**src/rtl/frame_buffer_arbiter.sv**
```systemverilog
// Frame buffer arbiter: shares one SDRAM controller between a camera write
// stream and a VGA read stream. Bursts are granted by FIFO occupancy, with
// urgent reads first and round-robin otherwise. The two frame banks are
// swapped only between bursts, so a frame in progress never changes bank.
module frame_buffer_arbiter #(
    parameter int BURST_LEN   = 256,
    parameter int FRAME_WORDS = 307200,
    parameter int FIFO_DEPTH  = 1024,
    parameter int RD_LOW      = 128,
    parameter int ADDR_W      = 24
) (
    input  logic              clk,
    input  logic              rst,
    input  logic [9:0]        cam_fifo_count,
    input  logic              cam_frame_start,
    input  logic [9:0]        vga_fifo_count,
    input  logic              vga_frame_start,
    input  logic              cmd_ready,
    input  logic              burst_done,
    output logic              cmd_valid,
    output logic              cmd_write,
    output logic [ADDR_W-1:0] cmd_addr,
    output logic [8:0]        cmd_len,
    output logic              wr_active,
    output logic              rd_active,
    output logic              cam_overflow
);

    typedef enum logic [2:0] {
        IDLE,
        WR_REQ,
        WR_BURST,
        RD_REQ,
        RD_BURST
    } state_t;

    // Occupancy thresholds, sized to the FIFO count ports.
    localparam logic [9:0] WR_LVL  = 10'(BURST_LEN);
    localparam logic [9:0] RD_LVL  = 10'(FIFO_DEPTH - BURST_LEN);
    localparam logic [9:0] URG_LVL = 10'(RD_LOW);
    localparam logic [9:0] OVF_LVL = 10'(FIFO_DEPTH - 1);

    // Offset step and the last burst offset before the frame wraps.
    localparam logic [ADDR_W-2:0] OFF_STEP = (ADDR_W-1)'(BURST_LEN);
    localparam logic [ADDR_W-2:0] OFF_LAST = (ADDR_W-1)'(FRAME_WORDS - BURST_LEN);

    state_t            state;
    state_t            state_next;
    logic              last_grant_wr;
    logic [ADDR_W-2:0] wr_offset;
    logic [ADDR_W-2:0] rd_offset;
    logic              wr_bank;
    logic              rd_bank;
    logic              avail_bank;
    logic              wr_full;
    logic              wr_sof;
    logic              rd_sof;

    logic wr_elig;
    logic rd_elig;
    logic rd_urgent;
    logic wr_sof_now;
    logic rd_sof_now;
    logic avail_next;

    assign wr_elig   = cam_fifo_count >= WR_LVL;
    assign rd_elig   = vga_fifo_count <= RD_LVL;
    assign rd_urgent = vga_fifo_count <  URG_LVL;
    assign cmd_len   = 9'(BURST_LEN);

    // A frame start arriving in the same idle cycle is applied immediately
    // together with any already-pending one.
    assign wr_sof_now = wr_sof | cam_frame_start;
    assign rd_sof_now = rd_sof | vga_frame_start;

    // The read side must see the bank the camera just finished, even when
    // both frame starts are applied in the same cycle.
    assign avail_next = (wr_sof_now && wr_full) ? wr_bank : avail_bank;

    // State register.
    // NOTE: sequential state uses non-blocking assignments so every flop
    // samples pre-edge values regardless of statement order.
    always_ff @(posedge clk) begin
        if (rst) state <= IDLE;
        else     state <= state_next;
    end

    // Next-state decode and command outputs.
    // NOTE: every output gets a default first so no path infers a latch.
    always_comb begin
        state_next = state;
        cmd_valid  = 1'b0;
        cmd_write  = 1'b0;
        cmd_addr   = '0;
        wr_active  = 1'b0;
        rd_active  = 1'b0;
        case (state)
            IDLE: begin
                if (rd_urgent)              state_next = RD_REQ;
                else if (wr_elig && rd_elig) state_next = last_grant_wr ? RD_REQ : WR_REQ;
                else if (wr_elig)           state_next = WR_REQ;
                else if (rd_elig)           state_next = RD_REQ;
            end
            WR_REQ: begin
                cmd_valid = 1'b1;
                cmd_write = 1'b1;
                cmd_addr  = {wr_bank, wr_offset};
                if (cmd_ready) state_next = WR_BURST;
            end
            WR_BURST: begin
                cmd_write = 1'b1;
                cmd_addr  = {wr_bank, wr_offset};
                wr_active = 1'b1;
                if (burst_done) state_next = IDLE;
            end
            RD_REQ: begin
                cmd_valid = 1'b1;
                cmd_addr  = {rd_bank, rd_offset};
                if (cmd_ready) state_next = RD_BURST;
            end
            RD_BURST: begin
                cmd_addr  = {rd_bank, rd_offset};
                rd_active = 1'b1;
                if (burst_done) state_next = IDLE;
            end
            default: state_next = IDLE;
        endcase
    end

    // Address bookkeeping: frame-start swaps in idle, offset advance at burst end.
    always_ff @(posedge clk) begin
        if (rst) begin
            last_grant_wr <= 1'b0;
            wr_offset     <= '0;
            rd_offset     <= '0;
            wr_bank       <= 1'b0;
            rd_bank       <= 1'b1;
            avail_bank    <= 1'b1;
            wr_full       <= 1'b0;
            wr_sof        <= 1'b0;
            rd_sof        <= 1'b0;
        end else begin
            case (state)
                IDLE: begin
                    wr_sof     <= 1'b0;
                    rd_sof     <= 1'b0;
                    avail_bank <= avail_next;
                    if (wr_sof_now) begin
                        wr_offset <= '0;
                        wr_bank   <= ~wr_bank;
                        wr_full   <= 1'b0;
                    end
                    if (rd_sof_now) begin
                        rd_offset <= '0;
                        rd_bank   <= avail_next;
                    end
                end
                WR_REQ: begin
                    wr_sof <= wr_sof_now;
                    rd_sof <= rd_sof_now;
                    if (cmd_ready) last_grant_wr <= 1'b1;
                end
                RD_REQ: begin
                    wr_sof <= wr_sof_now;
                    rd_sof <= rd_sof_now;
                    if (cmd_ready) last_grant_wr <= 1'b0;
                end
                WR_BURST: begin
                    wr_sof <= wr_sof_now;
                    rd_sof <= rd_sof_now;
                    if (burst_done) begin
                        // After a full frame, keep rewriting this bank from 0
                        // until the camera starts a new frame.
                        if (wr_offset == OFF_LAST) begin
                            wr_offset <= '0;
                            wr_full   <= 1'b1;
                        end else begin
                            wr_offset <= wr_offset + OFF_STEP;
                        end
                    end
                end
                RD_BURST: begin
                    wr_sof <= wr_sof_now;
                    rd_sof <= rd_sof_now;
                    if (burst_done) begin
                        if (rd_offset == OFF_LAST) rd_offset <= '0;
                        else                       rd_offset <= rd_offset + OFF_STEP;
                    end
                end
                default: begin
                    wr_sof <= wr_sof_now;
                    rd_sof <= rd_sof_now;
                end
            endcase
        end
    end

    // Sticky camera overflow flag, cleared only by reset.
    always_ff @(posedge clk) begin
        if (rst)                            cam_overflow <= 1'b0;
        else if (cam_fifo_count >= OVF_LVL) cam_overflow <= 1'b1;
    end

endmodule

```
**config.mk**
```make
export PLATFORM = sky130hd
export DESIGN_NAME = frame_buffer_arbiter
export DESIGN_NICKNAME = d
export VERILOG_FILES = /design/src/rtl/frame_buffer_arbiter.sv
export SDC_FILE = /design/constraint.sdc
export NUM_CORES = 1
export LEC_CHECK = 0
export ABC_AREA = 1
export BUFFER_PORTS_ARGS = -buffer_cell sky130_fd_sc_hd__buf_4
export CAP_MARGIN = 20
export CORE_UTILIZATION = 58
export DETAILED_ROUTE_END_ITERATION = 8
export GPL_ROUTABILITY_DRIVEN = 0
export PLACE_DENSITY = 0.9
export SLEW_MARGIN = 20
export SYNTH_ARGS = -nofsm -noshare
export SYNTH_HDL_FRONTEND = slang
export SYNTH_SLANG_ARGS = --single-unit
```
**constraint.sdc**
```tcl
create_clock -name clk -period 3.7 [get_ports clk]
set_input_delay 0.37 -clock clk [delete_from_list [all_inputs] [get_ports clk]]
set_output_delay 0.37 -clock clk [all_outputs]
set_load 0.05 [all_outputs]
```
==> results of run 1 <==
==> cell type report <==
type	instances	area [um2]	area share [%]
Inverter	60	238	7.64
Clock buffer	6	82.6	2.65
Sequential cell	41	821	26.4
Multi-Input combinational cell	323	1550	49.9
Clock inverter	1	7.51	0.241
Timing Repair Buffer	46	345	11.1
Tap cell	52	65.1	2.09
==> where the power goes <==
part           internal, W  leakage (nW)  switching [W]  total (W)
combinational     0.000237         0.904       0.000701   0.000938
sequential        0.000496         0.332      0.0000443   0.000540
clock             0.000148        0.0433       0.000160   0.000308
total             0.000880          1.28       0.000906    0.00179
==> synth_stat cells (all sizes together) <==
| master | count |
|---|---|
| nor3 | 14 |
| nand2 | 106 |
| nand3 | 31 |
| and2 | 1 |
| o21ai | 23 |
| o21a | 1 |
| nor2 | 67 |
| o22ai | 12 |
| inv | 58 |
| nand4 | 17 |
| a31oi | 1 |
| ha | 2 |
| dfxtp | 41 |
| a21oi | 29 |
| conb | 2 |
| clkinv | 2 |
| clkbuf | 3 |
| a22oi | 1 |
| buf | 21 |
| xor2 | 1 |
==> metrics by stage <==
step | power, W | setup WS [ps] | area [um2] | instances
after floorplan | 0.00133 | 1000 | 2790 | 448
after global placement | 0.00146 | 1840 | 3020 | 522
after detailed placement | 0.00148 | 1750 | 3020 | 522
after CTS | 0.00178 | 1410 | 3110 | 529
after global routing | 0.00189 | 1260 | 3110 | 529
final | 0.00179 | 1390 | 3110 | 529
==> registers in the layout (all words and copies together), names as in the netlist <==
name	count
wr_bank	1
state	3
rd_bank	1
wr_offset	15
rd_sof	1
avail_bank	1
last_grant_wr	1
wr_sof	1
wr_full	1
rd_offset	15
cam_overflow	1
==> cells by family (layout without fill, tap and decap cells) <==
kind of cell	Yosys count	in the layout	synth area share, %
other	2	17	0.275
buffers and inverters	84	113	15.3
xor gates and xnor gates	1	1	0.320
DFF	41	41	30.0
and+or+nand+nor	236	236	39.5
AOI/OAI and AO/OA	67	67	13.7
adders and majority gates	2	2	0.915
==> final timing paths <==
path | startpoint | endpoint | slack [ps] | cells after the start
setup / recovery | state[1] | cmd_addr[12] | 1390 | 6
hold / removal | rst | rd_offset[16] | 330 | 2
setup reg to reg | state[1] | rd_offset[10] | 1940 | 8
hold reg to reg | wr_sof | wr_sof | 460 | 2
==> critical path: stages, from the launching register on <==
cell and delay [ps]:
dfxtp_1 420, inv_2 70, nand2_1 80, nor2_2 90
nor2_1 590, o22ai_1 180, buf_4 220
==> metal layers <==
layer  global-route usage, %  vias up  wire, um
met4                    17.8        0       285
met3                    7.41       36       441
met5                       0        -         0
met1                    33.4     1334      2880
met2                    54.3      121      3430
li1                        -     1464         -
==> metrics.txt, run 1 <==
# TYPE chip_impl_metric gauge
chip_impl_info{name="outcome",value="finished, violations left"} 1
chip_impl_info{name="failed_checks",value="DRC"} 1
chip_impl_metric{name="fin_setup_tns",unit="ps"} 0
chip_impl_metric{name="cts-hold-fix-buffers",unit=""} 0
chip_impl_metric{name="vias_per_cell",unit=""} 5.59
chip_impl_metric{name="vias_in_the_first_global_route",unit=""} 2845
chip_impl_info{name="setup.worst_path.class",value="reg2out"} 1
chip_impl_metric{name="floorplan.io_pins",unit=""} 64
chip_impl_metric{name="final.period_utilization",unit="%"} 62.6
chip_impl_metric{name="mean_cell_area_of_the_mapped_netlist",unit="um2"} 6.32
chip_impl_metric{name="chipWidth",unit="um"} 70.7
chip_impl_metric{name="count_of_filler_cells_inserted_in_the_layout",unit=""} 391
chip_impl_info{name="endpoint_kind",value="output pin"} 1
chip_impl_metric{name="area_of_the_mapped_netlist",unit="um2"} 2740
chip_impl_metric{name="clk-insertion-delay-late",unit="ps"} 310
chip_impl_metric{name="power_density_of_the_placed_cells",unit="nW/um2"} 574
chip_impl_metric{name="post_route_cells_drive_above_1_share",unit="%"} 17.6
chip_impl_metric{name="fmaxAchievable",unit="MHz"} 432
chip_impl_info{name="most_common_cell_after_layout_fill_and_taps_aside",value="nand2_1"} 1
chip_impl_metric{name="vias_after_detailed_routing",unit=""} 2955
chip_impl_metric{name="synth_cell_type_count",unit=""} 34
chip_impl_metric{name="clock_sink_count",unit=""} 41
chip_impl_metric{name="cts.path.max_buffers",unit=""} 2
chip_impl_metric{name="floorplan.die_area",unit="um2"} 4990
chip_impl_metric{name="timing.max_cap.violations",unit=""} 0
chip_impl_metric{name="drt-pass1-iter-count",unit=""} 7
chip_impl_metric{name="detailed_place_hpwl",unit="um"} 5460
chip_impl_metric{name="drc",unit=""} 4
chip_impl_metric{name="proportion_of_synthesized_chip_area_in_sequential_cells",unit="%"} 30.0
chip_impl_metric{name="antennaDiodeCount",unit=""} 0
chip_impl_metric{name="cts_made_buffers",unit=""} 5
chip_impl_metric{name="finalNetCount",unit=""} 505
chip_impl_metric{name="drt_first_iter_violations",unit=""} 252
chip_impl_metric{name="globalRoute.totalOverflow",unit=""} 0
chip_impl_metric{name="drv_slew",unit=""} 0
chip_impl_metric{name="detail-route-antenna-nets",unit=""} 0
chip_impl_info{name="synth_top_cells_by_area",value="dfxtp_1 (30%), nand2_1 (13%), nor2_1 (8.2%)"} 1
chip_impl_metric{name="core_area",unit="um2"} 4440
chip_impl_metric{name="worst_setup_hold_path_clk_slew",unit="ps"} 90
chip_impl_metric{name="largest_net_degree_at_the_start_of_global_routing",unit=""} 20
chip_impl_metric{name="power_leakage",unit="nW"} 1.28
chip_impl_metric{name="maxSlewHeadroom",unit="%"} 49.8
chip_impl_metric{name="worst_pin_slew",unit="ps"} 750
chip_impl_metric{name="rows",unit=""} 24
chip_impl_metric{name="h-tree-depth",unit=""} 2
chip_impl_metric{name="fin_worst_hold_slack",unit="ps"} 329
chip_impl_metric{name="timing_hold_violations_final",unit=""} 0
chip_impl_metric{name="synthesis.instances",unit=""} 433
chip_impl_metric{name="synthToLayoutAreaGrowth",unit="%"} 13.8
chip_impl_metric{name="finalClockSkew",unit="ps"} 18.0
chip_impl_metric{name="global_route_wire_length_before_repair",unit="um"} 12200
chip_impl_info{name="startpoint_type",value="flop"} 1
chip_impl_metric{name="worst_ep_required_time",unit="ps"} 3330
chip_impl_info{name="tritoncts",value="yes"} 1
chip_impl_info{name="yosysTopAreaCell",value="dfxtp_1"} 1
chip_impl_metric{name="die_span_in_y",unit="um"} 70.7
chip_impl_metric{name="final_core_occ",unit="%"} 70.0
chip_impl_metric{name="synthesis.yosys.warnings",unit=""} 0
chip_impl_metric{name="global_route.usage.total",unit="%"} 30.6
chip_impl_metric{name="synthDominantCellAreaShare",unit="%"} 30.0
chip_impl_metric{name="cts.repair.resized",unit=""} 0
chip_impl_metric{name="setup-violations-final",unit=""} 0
chip_impl_metric{name="wirelength",unit="um"} 7030
chip_impl_metric{name="postSynthRegisterBits",unit=""} 41
chip_impl_info{name="cts.root.buffer_cell",value="clkbuf_8"} 1
chip_impl_metric{name="timing.critical_path.fanout_max",unit=""} 13
chip_impl_metric{name="postCtsSetupRepairBufs",unit=""} 0
chip_impl_metric{name="max-vdd-ir-drop",unit="mV"} 0.395
chip_impl_info{name="final_cell_mix",value="nand2_1 (98), nor2_1 (60), inv_1 (53), buf_4 (46), dfxtp_1 (41)"} 1
chip_impl_metric{name="finalCriticalPeriod",unit="ps"} 2310
chip_impl_info{name="rsz_0062_raised_after_global_routing",value="false"} 1
chip_impl_metric{name="portBuffers",unit=""} 46
chip_impl_metric{name="initial_core_util",unit="%"} 61.5
chip_impl_metric{name="route.detailed.wl_per_inst",unit="um"} 13.3
chip_impl_metric{name="worst_ep_arrival_time",unit="ps"} 1940
chip_impl_metric{name="number_of_antenna_violations_at_the_first_check_in_global_routing",unit=""} 0
chip_impl_info{name="hold_removal_path_class",value="in2reg"} 1
Power figures use the tool's default switching activity.
==> run 2, diff against run 1 <==
CORE_UTILIZATION = 49   (was 58)
PLACE_DENSITY = 0.82   (was 0.9)
clock period = 2 ns   (was 3.7 ns; I/O delays follow)
==> metrics.txt, run 2 (synthesis results as in run 1) <==
# TYPE chip_impl_metric gauge
chip_impl_metric{name="fin_setup_tns",unit="ps"} 0
chip_impl_metric{name="timing.max_cap.violations",unit=""} 0
chip_impl_metric{name="power.share.combinational",unit="%"} 58.7
chip_impl_metric{name="portBuffers",unit=""} 46
chip_impl_metric{name="drt-pass1-iter-count",unit=""} 5
chip_impl_metric{name="power_density_of_the_placed_cells",unit="nW/um2"} 1100
chip_impl_metric{name="h-tree-depth",unit=""} 2
chip_impl_metric{name="post_route_cells_drive_above_1_share",unit="%"} 22.3
chip_impl_info{name="worst_setup_path_startpoint",value="state[2]"} 1
chip_impl_metric{name="synthToLayoutAreaGrowth",unit="%"} 22.0
chip_impl_metric{name="finalCriticalPeriod",unit="ps"} 1920
chip_impl_metric{name="sequential_cell_area",unit="um2"} 821
chip_impl_metric{name="drc",unit=""} 0
chip_impl_info{name="cts.root.buffer_cell",value="clkbuf_8"} 1
chip_impl_metric{name="worst_ep_required_time",unit="ps"} 1800
chip_impl_metric{name="cts_made_buffers",unit=""} 5
chip_impl_metric{name="final_core_occ",unit="%"} 63.7
chip_impl_metric{name="cts-hold-fix-buffers",unit=""} 0
chip_impl_metric{name="whs_path_depth",unit=""} 3
chip_impl_metric{name="clock_sink_count",unit=""} 41
chip_impl_metric{name="drv_slew",unit=""} 0
chip_impl_metric{name="fmaxAchievable",unit="MHz"} 522
chip_impl_info{name="regToRegEndpoint",value="rd_offset[10]"} 1
chip_impl_info{name="outcome",value="finished, final reports clean"} 1
chip_impl_metric{name="power_frac_seq",unit="%"} 27.4
chip_impl_info{name="hold_end",value="wr_sof"} 1
chip_impl_metric{name="count_of_filler_cells_inserted_in_the_layout",unit=""} 481
chip_impl_metric{name="total_switching_power",unit="W"} 0.00187
chip_impl_info{name="setup.worst_path.class",value="reg2out"} 1
chip_impl_metric{name="cts.path.max_buffers",unit=""} 2
chip_impl_metric{name="switching_share",unit="%"} 51.0
chip_impl_metric{name="total_power",unit="W"} 0.00366
chip_impl_metric{name="reg2reg_setup_slack",unit="ps"} 320
chip_impl_metric{name="vias_per_cell",unit=""} 5.39
chip_impl_metric{name="vias_after_detailed_routing",unit=""} 2984
chip_impl_metric{name="finalClockSkew",unit="ps"} 8.56
chip_impl_metric{name="route.detailed.wl_per_inst",unit="um"} 13.3
chip_impl_info{name="most_common_cell_after_layout_fill_and_taps_aside",value="nand2_1"} 1
chip_impl_metric{name="max-vdd-ir-drop",unit="mV"} 0.798
chip_impl_info{name="r2r-start",value="state[1]"} 1
chip_impl_metric{name="largest_net_degree_at_the_start_of_global_routing",unit=""} 20
chip_impl_metric{name="wirelength",unit="um"} 7400
chip_impl_metric{name="detail-route-antenna-nets",unit=""} 0
chip_impl_info{name="final_cell_mix",value="nand2_1 (96), nor2_1 (59), inv_1 (52), buf_4 (49), dfxtp_1 (41)"} 1
chip_impl_metric{name="multi_input_area",unit="um2"} 1670
chip_impl_metric{name="drt_first_iter_violations",unit=""} 299
chip_impl_metric{name="p_int",unit="W"} 0.00179
chip_impl_info{name="reg.largest.list",value="rd_offset x15, wr_offset x15, state x3"} 1
chip_impl_info{name="startpoint_type",value="flop"} 1
chip_impl_metric{name="antennaDiodeCount",unit=""} 0
chip_impl_metric{name="worst_setup_hold_path_clk_slew",unit="ps"} 80
chip_impl_metric{name="initial_core_util",unit="%"} 52.2
chip_impl_metric{name="timing_hold_violations_final",unit=""} 0
chip_impl_metric{name="fin_worst_hold_slack",unit="ps"} 156
chip_impl_metric{name="timing.critical_path.fanout_max",unit=""} 5
chip_impl_metric{name="power_leakage",unit="nW"} 1.33
chip_impl_metric{name="floorplan.die_area",unit="um2"} 5880
chip_impl_info{name="endpoint_kind",value="output pin"} 1
chip_impl_metric{name="finalNetCount",unit=""} 513
chip_impl_metric{name="globalRoute.totalOverflow",unit=""} 0
chip_impl_metric{name="vias_in_the_first_global_route",unit=""} 2772
chip_impl_metric{name="final.period_utilization",unit="%"} 95.8
chip_impl_metric{name="detailed_place_hpwl",unit="um"} 5630
chip_impl_metric{name="setup-violations-final",unit=""} 0
chip_impl_metric{name="number_of_antenna_violations_at_the_first_check_in_global_routing",unit=""} 0
chip_impl_metric{name="die_span_in_y",unit="um"} 76.7
chip_impl_metric{name="clk-insertion-delay-late",unit="ps"} 300
chip_impl_metric{name="global_route_wire_length_before_repair",unit="um"} 12400
chip_impl_metric{name="rows",unit=""} 26
chip_impl_metric{name="floorplan.io_pins",unit=""} 64
chip_impl_info{name="hold_removal_path_class",value="in2reg"} 1
chip_impl_info{name="hold_path_startpoint",value="cam_frame_start"} 1
chip_impl_metric{name="power_frac_clock",unit="%"} 13.9
chip_impl_metric{name="chipWidth",unit="um"} 76.7
chip_impl_metric{name="global_route.usage.total",unit="%"} 26.1
chip_impl_metric{name="core_area",unit="um2"} 5240
chip_impl_info{name="tritoncts",value="yes"} 1
chip_impl_metric{name="reg2reg_depth",unit=""} 9
chip_impl_metric{name="worst_ep_arrival_time",unit="ps"} 1720
[run 2: changes by cell type in the layout (fill, tap and decap cells not counted), moves of 3 or more]
cell and change:
o22ai_1 -10, o21ai_2 +3, o22ai_4 +5, buf_6 +3, buf_4 +3, o22ai_2 +5
o21ai_0 -3
[run 2: area by class of cell]
class	instances	area share, %
Clock buffer	5	2.06
Clock inverter	1	0.150
Inverter	60	7.24
Multi-Input combinational cell	323	50.1
Sequential cell	41	24.6
Tap cell	70	2.62
Timing Repair Buffer	54	13.2
[run 2: worst max path at each step]
stage	to	slack, ps	depth (start not counted)
detailed placement	cmd_addr[18]	90	8
global placement	cmd_addr[17]	170	8
CTS	cmd_addr[18]	30	9
floorplan	cmd_addr[18]	-30	7
finish	cmd_addr[18]	80	9
global route	cmd_addr[18]	-6	9
[run 2: routing by layer]
metal / wire [um] / GRT usage (%)
met5: 0 / 0
met4: 210 / 13.5
met3: 451 / 4.17
met2: 3640 / 44.6
met1: 3090 / 31.4
[run 2: timing repair]
item / in CTS / in global routing
pin swaps: 0 / 0
buffers inserted: 2 / 2
endpoints found under the setup margin: 15 / 15
resized for setup: 1 / 8
gates cloned: 0 / 0
[run 2: power by group through the flow]
| stage | Combinational [W] | Sequential (W) | Clock (W) |
|---|---|---|---|
| 5_1_grt | 0.00231 | 0.00102 | 0.000556 |
| 4_1_cts | 0.00206 | 0.000996 | 0.000518 |
| 6_report | 0.00215 | 0.00100 | 0.000510 |
| 3_5_place_dp | 0.00194 | 0.00101 | 0 |
| 3_3_place_gp | 0.00190 | 0.00101 | 0 |
| 2_1_floorplan | 0.00159 | 0.000998 | 0 |
[run 2: critical path, stage by stage (launching register included)]
cell        delay [ps]
dfxtp_1            310
inv_2              110
nand2_2             90
nor2_2             100
inv_1               70
nand2_2            110
clkinvlp_4         120
buf_4              170
o22ai_1            120
buf_4              220
[run 2: metrics by stage]
stage | setup WS, ps | cell area, um2 | cells
after detailed placement | 85.4 | 3190 | 544
final | 83.7 | 3340 | 554
after global placement | 170 | 3190 | 544
after global routing | -6.45 | 3340 | 554
after floorplan | -33.0 | 2890 | 448
after CTS | 34.3 | 3290 | 552
==> run 3, diff against run 2 <==
RECOVER_POWER = 100   (was default)
==> metrics.txt, run 3 (synthesis results as in run 1) <==
# TYPE chip_impl_metric gauge
chip_impl_metric{name="drv_slew",unit=""} 0
chip_impl_info{name="startpoint_type",value="flop"} 1
chip_impl_metric{name="vias_in_the_first_global_route",unit=""} 2772
chip_impl_metric{name="cts_made_buffers",unit=""} 5
chip_impl_info{name="hold_removal_path_class",value="in2reg"} 1
chip_impl_metric{name="worst_ep_arrival_time",unit="ps"} 1690
chip_impl_metric{name="count_of_filler_cells_inserted_in_the_layout",unit=""} 500
chip_impl_metric{name="vias_per_cell",unit=""} 5.39
chip_impl_metric{name="vias_after_detailed_routing",unit=""} 2985
chip_impl_metric{name="detailed_place_hpwl",unit="um"} 5630
chip_impl_metric{name="setup-violations-final",unit=""} 0
chip_impl_info{name="cts.root.buffer_cell",value="clkbuf_8"} 1
chip_impl_metric{name="p_int",unit="W"} 0.00171
chip_impl_metric{name="clk-insertion-delay-late",unit="ps"} 290
chip_impl_metric{name="detail-route-antenna-nets",unit=""} 0
chip_impl_metric{name="finalNetCount",unit=""} 513
chip_impl_info{name="tritoncts",value="yes"} 1
chip_impl_metric{name="antennaDiodeCount",unit=""} 0
chip_impl_metric{name="timing.critical_path.fanout_max",unit=""} 11
chip_impl_metric{name="final.period_utilization",unit="%"} 94.3
chip_impl_metric{name="rows",unit=""} 26
chip_impl_metric{name="global_route.usage.total",unit="%"} 26.1
chip_impl_metric{name="clock_sink_count",unit=""} 41
chip_impl_metric{name="fmaxAchievable",unit="MHz"} 530
chip_impl_metric{name="floorplan.io_pins",unit=""} 64
chip_impl_metric{name="global_route_wire_length_before_repair",unit="um"} 12400
chip_impl_metric{name="pre_cts_slack",unit="ps"} 85.4
chip_impl_metric{name="core_area",unit="um2"} 5240
chip_impl_info{name="reg.largest.list",value="rd_offset x15, wr_offset x15, state x3"} 1
chip_impl_metric{name="total_switching_power",unit="W"} 0.00179
chip_impl_metric{name="worst_ep_required_time",unit="ps"} 1800
chip_impl_info{name="final_cell_mix",value="nand2_1 (97), nor2_1 (59), inv_1 (53), buf_4 (48), dfxtp_1 (41)"} 1
chip_impl_metric{name="synthToLayoutAreaGrowth",unit="%"} 19.0
chip_impl_metric{name="timing_hold_violations_final",unit=""} 0
chip_impl_metric{name="power_leakage",unit="nW"} 1.32
chip_impl_metric{name="drt_first_iter_violations",unit=""} 298
chip_impl_metric{name="timing.max_cap.violations",unit=""} 0
chip_impl_metric{name="chipWidth",unit="um"} 76.7
chip_impl_metric{name="worst_setup_hold_path_clk_slew",unit="ps"} 80
chip_impl_metric{name="route.detailed.wl_per_inst",unit="um"} 13.4
chip_impl_info{name="outcome",value="finished, final reports clean"} 1
chip_impl_metric{name="globalRoute.totalOverflow",unit=""} 0
chip_impl_metric{name="switching_share",unit="%"} 51.1
chip_impl_metric{name="cts-hold-fix-buffers",unit=""} 0
chip_impl_metric{name="initial_core_util",unit="%"} 52.2
chip_impl_metric{name="power_frac_seq",unit="%"} 28.6
chip_impl_metric{name="portBuffers",unit=""} 46
chip_impl_metric{name="floorplan.die_area",unit="um2"} 5880
chip_impl_metric{name="number_of_antenna_violations_at_the_first_check_in_global_routing",unit=""} 0
chip_impl_info{name="endpoint_kind",value="output pin"} 1
chip_impl_metric{name="power_frac_clock",unit="%"} 14.5
chip_impl_metric{name="largest_net_degree_at_the_start_of_global_routing",unit=""} 20
chip_impl_metric{name="finalClockSkew",unit="ps"} 8.30
chip_impl_metric{name="post_route_cells_drive_above_1_share",unit="%"} 20.7
chip_impl_info{name="setup.worst_path.class",value="reg2out"} 1
chip_impl_metric{name="wirelength",unit="um"} 7400
chip_impl_info{name="rsz_0062_raised_after_global_routing",value="false"} 1
chip_impl_metric{name="die_span_in_y",unit="um"} 76.7
chip_impl_metric{name="drt-pass1-iter-count",unit=""} 7
chip_impl_metric{name="h-tree-depth",unit=""} 2
chip_impl_metric{name="finalCriticalPeriod",unit="ps"} 1890
chip_impl_metric{name="power.share.combinational",unit="%"} 56.9
chip_impl_metric{name="cts.path.max_buffers",unit=""} 2
chip_impl_metric{name="timing.final.ws_setup",unit="ps"} 114
chip_impl_metric{name="max-vdd-ir-drop",unit="mV"} 0.735
chip_impl_metric{name="drc",unit=""} 0
chip_impl_info{name="most_common_cell_after_layout_fill_and_taps_aside",value="nand2_1"} 1
chip_impl_metric{name="power_density_of_the_placed_cells",unit="nW/um2"} 1080
chip_impl_metric{name="fin_worst_hold_slack",unit="ps"} 158
## run 3: worst max-delay path, stage by stage (launching register included)
cell and delay [ps]:
dfxtp_1 310, inv_2 100, nand2_2 90, nor2_2 100, inv_1 70, nand2_2 110
clkinvlp_4 110, buf_6 170, o22ai_1 120, buf_4 220
## run 3: metal layers
layer	vias to the layer above	track usage [%]	routed length, um
li1	1471	-	-
met1	1370	31.4	3060
met2	119	44.6	3630
met3	25	4.17	471
met4	0	13.5	231
met5	-	0	0
## run 3: layout make-up
class | count | area, um2 | share of cell area, %
flip-flops and latches | 41 | 821 | 25.2
well taps | 70 | 87.6 | 2.69
clock inverters | 1 | 5.00 | 0.154
inverters | 60 | 236 | 7.27
repair buffers | 54 | 424 | 13.0
multi-input cells | 323 | 1610 | 49.5
clock buffers | 5 | 68.8 | 2.11
## run 3: worst paths after layout
| kind | start | end | cells past startpoint | slack [ps] |
|---|---|---|---|---|
| worst max register to register | state[1] | wr_offset[18] | 8 | 170 |
| worst min-delay path | cam_frame_start | wr_sof | 3 | 160 |
| worst min register to register | wr_sof | wr_sof | 2 | 460 |
| worst max-delay path | state[2] | cmd_addr[21] | 9 | 110 |
## run 3: stage by stage
stage | TNS [ps] | power [W] | std cells | area (um2) | util (%)
finish | 0 | 0.00350 | 554 | 3250 | 62.1
global route | 0 | 0.00371 | 554 | 3250 | 62.1
CTS | 0 | 0.00357 | 552 | 3290 | 62.9
detailed placement | 0 | 0.00296 | 544 | 3190 | 60.9
global placement | 0 | 0.00291 | 544 | 3190 | 60.9
floorplan | -65.9 | 0.00259 | 448 | 2890 | -
## run 3: power by group through the flow
stage	Sequential [W]	Combinational (W)	Clock (W)
floorplan	0.000998	0.00159	0
global placement	0.00101	0.00190	0
detailed placement	0.00101	0.00194	0
CTS	0.000996	0.00206	0.000518
global route	0.00102	0.00214	0.000556
finish	0.00100	0.00199	0.000507
## run 3: timing repair
| item | in CTS | in global routing |
|---|---|---|
| buffers inserted | 2 | 2 |
| endpoints found under the setup margin | 15 | 15 |
| gates resized for setup | 1 | 8 |
| pin swaps | 0 | 0 |
